`src/rtl/uart_tx_scheduler.sv`:
```
// uart_tx_scheduler: round-robin arbiter that feeds one serial_tx transmitter.
// serial_tx has no busy flag, so this block times every frame itself and
// refuses new grants until the transmitter is guaranteed idle again.
module uart_tx_scheduler #(
    parameter int NUM_REQ = 4,
    parameter int DIVISOR = 868,
    parameter int CNT_W   = 16
) (
    input  logic                       clk_in,
    input  logic                       rst_in,
    input  logic [NUM_REQ-1:0]         req_valid_in,
    input  logic [8*NUM_REQ-1:0]       req_data_in,
    output logic [NUM_REQ-1:0]         req_ready_out,
    output logic                       trigger_out,
    output logic [7:0]                 val_out,
    output logic [$clog2(NUM_REQ)-1:0] grant_id_out,
    output logic                       busy_out,
    output logic [CNT_W-1:0]           frames_sent_out
);

    localparam int ID_W      = $clog2(NUM_REQ);
    localparam int HOLD_CYC  = DIVISOR + 1;
    localparam int FRAME_CYC = 12 * (DIVISOR + 1);
    localparam int TIMER_W   = $clog2(FRAME_CYC + 1);

    localparam logic [TIMER_W-1:0] HOLD_LAST  = TIMER_W'(HOLD_CYC - 1);
    localparam logic [TIMER_W-1:0] FRAME_LAST = TIMER_W'(FRAME_CYC - 1);
    localparam logic [ID_W:0]      NUM_REQ_W  = (ID_W+1)'(NUM_REQ);

    typedef enum logic [1:0] {
        S_IDLE = 2'd0,
        S_TRIG = 2'd1,
        S_LOCK = 2'd2
    } state_t;

    state_t               state;
    state_t               state_next;
    logic [TIMER_W-1:0]   timer;
    logic [TIMER_W-1:0]   timer_next;
    logic [ID_W-1:0]      rr_ptr;
    logic [ID_W-1:0]      pick_idx;
    logic                 pick_found;
    logic [ID_W:0]        cand;
    logic [ID_W:0]        ptr_after;
    logic [NUM_REQ-1:0]   pick_onehot;
    logic                 accept;
    logic                 lock_done;

    // Find the first valid requester at or after the round-robin pointer.
    always_comb begin
        pick_idx   = '0;
        pick_found = 1'b0;
        cand       = '0;
        for (int k = 0; k < NUM_REQ; k++) begin
            cand = {1'b0, rr_ptr} + (ID_W+1)'(k);
            if (cand >= NUM_REQ_W) begin
                cand = cand - NUM_REQ_W;
            end
            if (!pick_found && req_valid_in[cand[ID_W-1:0]]) begin
                pick_found = 1'b1;
                pick_idx   = cand[ID_W-1:0];
            end
        end
    end

    // Turn the chosen index into a one-hot grant, offered only while idle.
    always_comb begin
        pick_onehot = '0;
        for (int i = 0; i < NUM_REQ; i++) begin
            pick_onehot[i] = pick_found && (pick_idx == ID_W'(i));
        end
        req_ready_out = (state == S_IDLE && !rst_in) ? pick_onehot : '0;
        accept        = |(req_ready_out & req_valid_in);
        ptr_after     = {1'b0, pick_idx} + (ID_W+1)'(1);
        if (ptr_after == NUM_REQ_W) begin
            ptr_after = '0;
        end
    end

    // Next-state logic: hold trigger for one bit period, then wait out the frame.
    always_comb begin
        state_next  = state;
        timer_next  = timer;
        trigger_out = 1'b0;
        lock_done   = 1'b0;
        case (state)
            S_IDLE: begin
                timer_next = '0;
                if (accept) begin
                    state_next = S_TRIG;
                end
            end
            S_TRIG: begin
                trigger_out = 1'b1;
                timer_next  = timer + TIMER_W'(1);
                if (timer == HOLD_LAST) begin
                    state_next = S_LOCK;
                end
            end
            S_LOCK: begin
                if (timer == FRAME_LAST) begin
                    state_next = S_IDLE;
                    timer_next = '0;
                    lock_done  = 1'b1;
                end else begin
                    timer_next = timer + TIMER_W'(1);
                end
            end
            default: begin
                state_next = S_IDLE;
                timer_next = '0;
            end
        endcase
    end

    // State and frame timer registers.
    always_ff @(posedge clk_in) begin
        if (rst_in) begin
            state <= S_IDLE;
            timer <= '0;
        end else begin
            state <= state_next;
            timer <= timer_next;
        end
    end

    // Capture the accepted byte and bookkeeping; val_out stays put until idle.
    always_ff @(posedge clk_in) begin
        if (rst_in) begin
            val_out         <= '0;
            grant_id_out    <= '0;
            busy_out        <= 1'b0;
            frames_sent_out <= '0;
            rr_ptr          <= '0;
        end else if (accept) begin
            val_out         <= req_data_in[8*pick_idx +: 8];
            grant_id_out    <= pick_idx;
            busy_out        <= 1'b1;
            frames_sent_out <= frames_sent_out + CNT_W'(1);
            rr_ptr          <= ptr_after[ID_W-1:0];
        end else if (lock_done) begin
            busy_out        <= 1'b0;
        end
    end

endmodule

```
`config.mk`:
```
export PLATFORM = sky130hd
export DESIGN_NAME = uart_tx_scheduler
export DESIGN_NICKNAME = d
export VERILOG_FILES = /design/src/rtl/uart_tx_scheduler.sv
export SDC_FILE = /design/constraint.sdc
export NUM_CORES = 1
export LEC_CHECK = 0
export ABC_AREA = 1
export CAP_MARGIN = 5
export CORE_MARGIN = 2
export CORE_UTILIZATION = 54
export DETAILED_ROUTE_END_ITERATION = 10
export PLACE_DENSITY_LB_ADDON = 0.12
export REMOVE_ABC_BUFFERS = 1
export SKIP_CTS_REPAIR_TIMING = 1
export SYNTH_ARGS = -nofsm -noshare
export SYNTH_HDL_FRONTEND = slang
export SYNTH_SLANG_ARGS = --single-unit
```
`constraint.sdc`:
```
create_clock -name clk_in -period 6.68 [get_ports clk_in]
set_input_delay 1.002 -clock clk_in [delete_from_list [all_inputs] [get_ports clk_in]]
set_output_delay 1.002 -clock clk_in [all_outputs]
set_load 0.02 [all_outputs]
```
==> results.sh <==
export IMPL_drive_gt1_share_pct=6.10
export IMPL_area_delta_synth_final_pct=27.6
export IMPL_cp_slowest_cell="clkdlybuf4s50_1"
export IMPL_powerDensity_nw_per_um2=405
export IMPL_cp_required_ps=5680
export IMPL_async_reset_ff_share_pct=0
export IMPL_utilization_pct=71.1
export IMPL_clkSlewWorstSetupHoldPaths_ps=80
export IMPL_port_buffers=69
export IMPL_track_usage_pct=23.6
export IMPL_path_cells="clkdlybuf4s50_1 > inv_1 > nand2_1 > inv_1 > nand3_2 > nor2_1 > clkdlybuf4s50_1"
export IMPL_fin_crit_sh_pct=66.6
export IMPL_boundaryPins=70
export IMPL_ys_seq_area_share_pct=31.8
export IMPL_vias_per_cell=5.02
export IMPL_finalClockSkew_ps=10.8
export IMPL_worstPathArrival_ps=3450
export IMPL_finalSetupTns_ps=0
export IMPL_switching_share_pct=50.2
export IMPL_fill_cells=436
export IMPL_p_clk_share_pct=11.5
export IMPL_worst_pin_slew_ps=673
export IMPL_grt_max_degree=34
export IMPL_core_rowCount=26
export IMPL_wl_per_cell_um=11.8
export IMPL_clock_sinks=45
export IMPL_critPathKind="in2out"
export IMPL_grt_pass1_vias=2599
export IMPL_combPwrFrac_pct=64.3
export IMPL_wirelength_mm=6.63
export IMPL_die_area_um2=5830
export IMPL_die_h_um=76.4
export IMPL_n_antenna_cell=0
export IMPL_cp_slowest_stage_delay_ps=750
export IMPL_peakVddDrop_mv=0.206
export IMPL_coreArea_um2=5070
export IMPL_r2r_cells=15
export IMPL_mostFrequentLayoutCell="nand2_1"
export IMPL_rsz0062_at_grt="false"
export IMPL_yosysUniqueCellTypes=38
export IMPL_holdPathStages=2
export IMPL_cts_root_buf="clkbuf_8"
export IMPL_p_leak_nw=1.45
export IMPL_endpoint_kind="output port"
export IMPL_yosys_warnings=0
export IMPL_numCtsBuffers=5
export IMPL_maxClockFrequency_mhz=225
export IMPL_critPathMaxFanout=18
export IMPL_routabilityCongestion=0.872
export IMPL_p_switching_mw=0.734
export IMPL_nets=538
export IMPL_ys_ff_latch=45
export IMPL_slew_viol_final=0
export IMPL_rrSetupSlack_ps=3770
export IMPL_synth_cells=427
export IMPL_insertion_delay_ps=300
export IMPL_netlist_area_um2=2830
export IMPL_synthFlopType="dfxtp_1"
export IMPL_clockBufferDepth=2
export IMPL_hold_class="reg2reg"
export IMPL_status="finished, final reports clean"
export IMPL_slew_headroom_pct=55.0
export IMPL_start_kind="input port"
export IMPL_synth_edf_count=0
export IMPL_tritoncts="done"
export IMPL_ant_nets=0
export IMPL_setup_viol=0
export IMPL_dp_hpwl_mm=4.88
export IMPL_final_cell_mix="117 x nand2_1, 69 x clkdlybuf4s50_1, 53 x inv_1"
export IMPL_hold_violations=0
export IMPL_p_int_mw=0.728
export IMPL_maxCapViolCount=0
export IMPL_synth_area_per_cell_um2=6.63
export IMPL_grt_remaining_overflow=0
export IMPL_via_count=2822
export IMPL_drt_iter0_drc=155
export IMPL_htree_num_levels=2
export IMPL_first_pass_iters=4
export IMPL_grt_pass1_wl_mm=11.5
export IMPL_initial_utilization_pct=55.7
export IMPL_antenna_found_initial=0
export IMPL_drc=0
export IMPL_pre_cts_slack_ps=2240
export IMPL_die_x_um=76.4
export IMPL_finalCriticalPeriod_ps=4450
export IMPL_worst_slack_ps=2230
export IMPL_pwr_share_seq_pct=24.2
## synth_stat cells, types with 2 or more instances
cell,n,area share (%)
nand2_1,117,16
inv_1,53,7.0
dfxtp_1,45,32
nor2_1,44,5.8
nand3_1,37,6.5
a21oi_1,30,5.3
nor3_1,13,2.3
xor2_1,10,3.1
ha_1,8,3.5
buf_6,6,2.4
nand2_2,5,1.1
nand4_1,5,1.1
o21ai_1,5,0.88
xnor2_1,5,1.5
clkbuf_1,4,0.53
nor4_1,4,0.88
o21ai_0,4,0.71
inv_2,3,0.40
nand3_2,3,1.1
a31oi_1,2,0.44
inv_4,2,0.44
nand3_4,2,1.2
nor2_4,2,0.80
nor3b_1,2,0.53
or2_0,2,0.44
or2_2,2,0.44
## stage by stage
| stage | hold slack, ps | cells | area, um2 | total power [mW] |
|---|---|---|---|---|
| final | 467 | 562 | 3610 | 1.46 |
| after detailed placement | 458 | 555 | 3520 | 1.30 |
| after global routing | 493 | 562 | 3610 | 1.60 |
| after CTS | 470 | 562 | 3610 | 1.47 |
| after floorplan | 430 | 416 | 2740 | 1.04 |
| after global placement | 448 | 555 | 3520 | 1.29 |
## kinds of logic (layout without fill, tap and decap cells)
family / count (synthesis) / in the layout / share of synthesized area (%)
flops: 45 / 45 / 31.8
fa+ha+maj: 8 / 8 / 3.54
buf+inv: 69 / 134 / 11.0
compound gates: 45 / 45 / 8.40
xor+xnor: 15 / 15 / 4.64
simple gates: 245 / 245 / 40.6
## layout make-up
| class | instances | area, um2 | share of cell area, % |
|---|---|---|---|
| timing repair buffer | 69 | 691 | 19.1 |
| multi-input combinational | 313 | 1620 | 44.8 |
| sequential | 45 | 901 | 25.0 |
| tap | 70 | 87.6 | 2.43 |
| inverter | 58 | 223 | 6.17 |
| clock inverter | 1 | 7.51 | 0.208 |
| clock buffer | 6 | 82.6 | 2.29 |
## worst max-delay path: cells and delay by family
kind / cells / cell delay [ps]
AND/OR/NAND/NOR: 3 / 380
buffers and inverters: 4 / 2070
## power groups by stage
stage | sequential (mW) | clock [mW] | combinational (mW)
after global placement | 0.359 | 0 | 0.932
final | 0.354 | 0.169 | 0.940
after detailed placement | 0.360 | 0 | 0.942
after global routing | 0.360 | 0.187 | 1.05
after floorplan | 0.389 | 0 | 0.651
after CTS | 0.354 | 0.174 | 0.946
## routing by layer
metal / global-route usage (%) / vias to the layer above / routed length (um)
met5: 0 / - / 0
met3: 5.09 / 13 / 399
met2: 38.1 / 90 / 2950
met4: 7.64 / 0 / 105
met1: 31.4 / 1231 / 3180
li1: - / 1488 / -
## state kept, by name, indices dropped and copies added (netlist names)
signal           flops
timer               14
val_out              8
frames_sent_out     16
busy_out             1
state                2
rr_ptr               2
grant_id_out         2
## worst paths after layout
check	from	endpoint
max reg2reg	rr_ptr[0]$_SDFFE_PP0P_	val_out[1]$_SDFFE_PP0P_
max	rst_in	req_ready_out[2]
min reg2reg	val_out[2]$_SDFFE_PP0P_	val_out[2]$_SDFFE_PP0P_
min	val_out[2]$_SDFFE_PP0P_	val_out[2]$_SDFFE_PP0P_
Note: power is estimated with default switching activity, not from simulation.
